**src/rtl/bitmask_index_encoder.sv**
```systemverilog
// -----------------------------------------------------------------------------
// bitmask_index_encoder
//
// Streaming encoder: accepts an N-bit request mask over a valid/ready handshake
// and emits the binary index of every set bit, one index per output beat,
// highest bit first.
//
// Optional feature macro: BMENC_ZERO_REPORT_EN
//   defined   - an accepted all-zero mask produces one beat with out_zero=1
//   undefined - an all-zero mask is accepted and silently dropped
//
// State table:
//   IDLE | waiting for a mask, in_ready=1
//   EMIT | presenting the highest set bit of pending, one beat per handshake
//   ZREP | presenting the single empty-mask beat (zero-report build only)
//
// Ports:
//   clk        rising-edge clock
//   rst_n      asynchronous active-low reset
//   in_valid   mask offered
//   in_ready   block can accept a mask
//   in_mask    request bits; bit i requests index i
//   out_valid  index beat presented
//   out_ready  consumer accepts beat
//   out_idx    index of the current set bit
//   out_last   current beat is the final beat for this mask
//   out_zero   current beat reports an empty mask
//   busy       a mask is held
// -----------------------------------------------------------------------------
module bitmask_index_encoder #(
  parameter int N    = 8,
  parameter int IDXW = $clog2(N)
) (
  input  logic            clk,
  input  logic            rst_n,
  input  logic            in_valid,
  output logic            in_ready,
  input  logic [N-1:0]    in_mask,
  output logic            out_valid,
  input  logic            out_ready,
  output logic [IDXW-1:0] out_idx,
  output logic            out_last,
  output logic            out_zero,
  output logic            busy
);

  typedef enum logic [1:0] {
    S_IDLE = 2'd0,
    S_EMIT = 2'd1,
    S_ZREP = 2'd2
  } state_e;

  state_e          state_q, state_d;
  logic [N-1:0]    pending_q, pending_d;
  logic [IDXW-1:0] top_idx;
  logic            single_bit;
  logic [N-1:0]    pending_cleared;

  // Highest set bit wins: later (higher) iterations overwrite lower ones.
  always_comb begin
    top_idx = '0;
    for (int i = 0; i < N; i++) begin
      if (pending_q[i]) top_idx = IDXW'(i);
    end
  end

  // x & (x-1) removes the lowest set bit; zero result means exactly one bit.
  assign single_bit      = (pending_q != '0) &&
                           ((pending_q & (pending_q - N'(1))) == '0);
  assign pending_cleared = pending_q & ~(N'(1) << top_idx);

  always_ff @(posedge clk or negedge rst_n) begin
    if (!rst_n) begin
      state_q   <= S_IDLE;
      pending_q <= '0;
    end else begin
      state_q   <= state_d;
      pending_q <= pending_d;
    end
  end

  always_comb begin
    state_d   = state_q;
    pending_d = pending_q;
    case (state_q)
      S_IDLE: begin
        if (in_valid) begin
          pending_d = in_mask;
          if (in_mask != '0) begin
            state_d = S_EMIT;
          end else begin
`ifdef BMENC_ZERO_REPORT_EN
            state_d = S_ZREP;
`else
            state_d = S_IDLE;
`endif
          end
        end
      end
      S_EMIT: begin
        if (out_ready) begin
          pending_d = pending_cleared;
          if (single_bit) state_d = S_IDLE;
        end
      end
      S_ZREP: begin
        if (out_ready) state_d = S_IDLE;
      end
      default: begin
        state_d   = S_IDLE;
        pending_d = '0;
      end
    endcase
  end

  // Outputs depend only on registered state, never on in_*.
  always_comb begin
    in_ready  = (state_q == S_IDLE);
    out_valid = (state_q == S_EMIT) || (state_q == S_ZREP);
    out_idx   = (state_q == S_EMIT) ? top_idx : '0;
    out_last  = ((state_q == S_EMIT) && single_bit) || (state_q == S_ZREP);
    busy      = (state_q != S_IDLE);
`ifdef BMENC_ZERO_REPORT_EN
    out_zero  = (state_q == S_ZREP);
`else
    out_zero  = 1'b0;
`endif
  end

endmodule

```
**config.mk**
```make
export PLATFORM = sky130hd
export DESIGN_NAME = bitmask_index_encoder
export DESIGN_NICKNAME = d
export VERILOG_FILES = /design/src/rtl/bitmask_index_encoder.sv
export SDC_FILE = /design/constraint.sdc
export NUM_CORES = 1
export LEC_CHECK = 0
export BUFFER_PORTS_ARGS = -buffer_cell sky130_fd_sc_hd__buf_2
export CAP_MARGIN = 20
export CORE_AREA = 2 2 39 41
export CTS_CLUSTER_SIZE = 30
export DETAILED_ROUTE_END_ITERATION = 10
export DIE_AREA = 0 0 41 43
export GPL_TIMING_DRIVEN = 0
export PLACE_DENSITY = 0.75
export SYNTH_ARGS = -nofsm -noshare
export SYNTH_HDL_FRONTEND = slang
export SYNTH_SLANG_ARGS = --single-unit
```
**constraint.sdc**
```tcl
create_clock -name clk -period 3.2 [get_ports clk]
set_input_delay 0.48 -clock clk [delete_from_list [all_inputs] [get_ports clk]]
set_output_delay 0.48 -clock clk [all_outputs]
set_load 0.02 [all_outputs]
```
After elaboration in Yosys (flattened, before gate mapping)
Cells that the tools add are included.
Widths: inputs -> output; s select.
- register bits after elaboration: 10
- input port bits: 12
- output and inout bits: 8
- logic and storage cells: 42
- $add $sub $neg: 1
- eq/ne operators: 6
- shifts and indexed selects: 1
- mux-type cells: 17
- bitwise gates (word level): 4
- reduce and logical (&&, ||, !) cells: 11
- operators by type and width (kind ; number):
    $pmux 8 s3 ; 1
    $mux 3 ; 6
    $and 8x8->8 ; 2
    $mux 8 ; 2
    $reduce_bool 8->1 ; 2
    $mux 2 ; 5
    $logic_not 8->1 ; 1
    $ne 2x2->1 const B ; 4
    $not 8->8 ; 1
    $shl 1x3->8 const A ; 1
    $sub 8x1->8 const B ; 1
    $pmux 2 s3 ; 1
    $reduce_and 4->1 ; 1
    $reduce_and 3->1 ; 1
    $eq 2x1->1 const B ; 1
    $eq 2x2->1 const B ; 1
    $logic_and 1x1->1 ; 2
    $logic_not 2->1 ; 1
    $logic_or 1x1->1 ; 2
    $mux 1 ; 2
    $reduce_bool 2->1 ; 1
    $not 1->1 ; 1

Logic depth before layout (Yosys ltp)
- depth in word-level cells: 12
- mapped depth: 5
- mapped depth without buffers: 4

Least setup slack after synthesis
OpenSTA, ideal clock, no wires.
- path kind: register to output
- start point: register pending_q[2]
- end point: output port out_last
- arrival time: 1.327 ns
- data required time: 2.720 ns
- path slack: 1.393 ns
- stages on the path, launching flop included: 5
- path buffers: 0
- cell sequence: dfrtp_1 nor4_2 o2111ai_1 nand3_1 nor3b_2
- word-level cells in the longest chain between the ends: 6
- elaborated cells between the ends (all ways): 7
- classes of those cells: 1 x add/sub; 1 x bitwise; 5 x reduce/logical
- ends and longest elaborated chain (element ; line ; source):
    from (decl) ; 54 ; logic [N-1:0] pending_q, pending_d;
    from (signal assigned) ; 78 ; pending_q <= pending_d;
    $sub 8x1->8 ; 69 ; ((pending_q & (pending_q - N'(1))) == '0);
    $and 8x8->8 ; 69 ;
    $logic_not 8->1 ; 69 ;
    $logic_and 1x1->1 (*) ; 68 ; assign single_bit = (pending_q != '0) &&
    $logic_and 1x1->1 (*) ; 121 ; out_last = ((state_q == S_EMIT) && single_bit) || (state_q == S_ZREP);
    $logic_or 1x1->1 (*) ; 121 ;
    to (decl) ; 42 ; output logic out_last,
Mark *: on every way between the ends. The rest lies on a longest branch, timed or not.

Final worst setup path
Ends and elaborated chain as after synthesis.

==> metrics.yaml <==
sta:
  fin_worst_skew_ns: 0.00374
  setup_violations: 0
  rsz0062_at_grt: "false"
  finalMaxSlewViolations: 0
  hold_violations: 0
  min_period_over_period: 0.698
  fin_hold_ws_ns: 0.0560
  fmax_ghz: 0.448
  finalCriticalPeriod_ns: 2.23
  fin_tns_setup_ns: 0
grt:
  grt_pass1_vias: 620
  antenna_found_initial: 0
  grt_pass1_wl_um: 2610
  grt_usage: 0.220
  grt_max_degree: 11
  grt-ovfl-total: 0
synth:
  synth.top_cell.area_share: 0.349
  synth_top_area_cell: "dfrtp_1"
  ys_warn_count: 0
  synth_cell_type_count: 32
  synthTopCellsByArea: "dfrtp_1 (35%), o21ai_0 (7.8%), nand2_1 (6.4%)"
  ys_seq_elements: 9
  syn-num-nets: 94
  syn_inst: 82
  yosysSeqAreaShare: 0.349
  post_synth.cell_area_avg_um2: 7.87
  synth_area_um2: 646
critical_path:
  critPathLaunch: "pending_q[2]"
  worstPathArrival_ns: 1.75
  crit_required_ns: 2.72
  reg2reg_slack_ns: 1.69
  reg2reg_depth: 5
  cp_max_fo: 7
  crit_end: "out_last"
  reg2reg_from: "pending_q[5]"
  cp-start-kind: "register"
  crit_type: "reg -> out"
  worst_r2r_endpoint: "pending_q[2]"
  worstSetupEndpointType: "output pin"
die:
  die_area_um2: 1760
  core-area_um2: 1380
  die_h_um: 43
  die_w_um: 41
  core.rowCount: 14
  initial_utilization: 0.467
  ioPinCount: 20
clock_network:
  clk_latency_ns: 0.27
  cts_root_buf: "clkbuf_4"
  post_cts_buffers: 0
  cts_buffer_depth: 2
  holdBufCountCts: 0
  clkTransAtPathRegs_ns: 0.06
  tritoncts: "yes"
  cts_max_level: 1
  cts_resized: 0
  numClockSinks: 9
  cts_buffers: 3
detailed_routing:
  drc_errors: 0
  via_per_inst: 5.61
  antenna_left: 0
  routedWlPerCell_um: 13.3
  drt_pass1_iterations: 4
  vias: 673
  drtIter0Drc: 14
  wl_um: 1600
layout:
  fin_nets: 117
  utilization: 0.565
  antenna_cells: 0
  final_area_um2: 782
  areaGrowthSynthToFinish_pct: 21.1
  layout_common_cells: "buf_2 (21), nand2_1 (11), o21ai_0 (10), dfrtp_1 (9), a21oi_1 (6)"
  mostFrequentLayoutCell: "buf_2"
  drive_above_1_share: 0.288
placed_design:
  dpl.hpwl_um: 1260
  gp_congestion: 0.861
  portBuffers: 18
  placed_area_um2: 756
run:
  drv_cap: 0
outcome:
  status: "complete, no violations"
hold_path:
  holdCritPathClass: "in -> async"
pwr:
  p_leak_nw: 0.361
  p_per_area_nw_per_um2: 1020
  vdd_drop_max_uv: 441
-- layout make-up --
class	instances	area, um2
plain buffers	7	37.5
inverters	5	18.8
clock buffers	4	26.3
flip-flops and latches	9	225
well taps	16	20.0
multi-input cells	61	364
fillers	137	602
repair buffers	18	90.1
-- power breakdown --
part	total [W]	internal [W]	switching [W]
sequential	0.000208	0.000157	0.0000510
clock	0.0000873	0.0000480	0.0000392
combinational	0.000500	0.000192	0.000308
-- synth_stat cells (all sizes together) --
cell,count
a21o,1
a21oi,6
a31oi,1
buf,5
clkbuf,2
conb,1
dfrtp,9
inv,5
maj3,1
mux2i,2
nand2,11
nand3,2
nand4,2
nand4b,1
nor2,7
nor2b,1
nor3b,1
nor4,4
o2111ai,2
o211ai,1
o21a,1
o21ai,11
o22ai,1
o311ai,1
o31ai,1
o41ai,1
xor2,1
-- per-stage QoR --
stage | setup slack [ns] | total power (W) | std cells
floorplan | 1.39 | 0.000570 | 82
finish | 0.966 | 0.000795 | 120
CTS | 0.981 | 0.000795 | 120
detailed placement | 1.27 | 0.000705 | 116
global route | 0.865 | 0.000870 | 120
global placement | 1.30 | 0.000693 | 116
-- critical path: stages, from the launching register on --
cell	delay, ns
dfrtp_1	0.45
nor4_2	0.37
o2111ai_1	0.17
nand3_1	0.14
nor3b_2	0.17
buf_2	0.18
-- metal layers --
layer  vias to the layer above  GRT usage  routed length [um]
met5                         -          0                   0
met4                         0     0.0600                  10
met3                         3     0.0942                  90
met2                        19      0.328                 825
met1                       311      0.281                 669
li1                        340          -                   -
-- logic make-up (layout without fill, tap and decap cells) --
group,count (synthesis),in the layout,synth area share
xor+xnor,1,1,0.0136
buf+inv,12,34,0.0872
flops,9,9,0.349
other cells,1,1,0.00581
mux,2,2,0.0310
fa+ha+maj,1,1,0.0155
compound gates,27,27,0.252
simple gates,29,29,0.246
-- sequential cells by signal (all words and copies together) (netlist names) --
name,flops
pending_q,8
state_q,1
-- worst min-delay path by stage --
stage                     depth (start not counted)            to  slack (ns)   from
after global placement                            1  pending_q[5]        0.34  rst_n
final                                             1  pending_q[3]        0.06  rst_n
after floorplan                                   0  pending_q[0]        0.18  rst_n
after detailed placement                          1  pending_q[5]        0.34  rst_n
after global routing                              1  pending_q[3]        0.06  rst_n
after CTS                                         1  pending_q[7]        0.06  rst_n
Power figures use the tool's default switching activity.
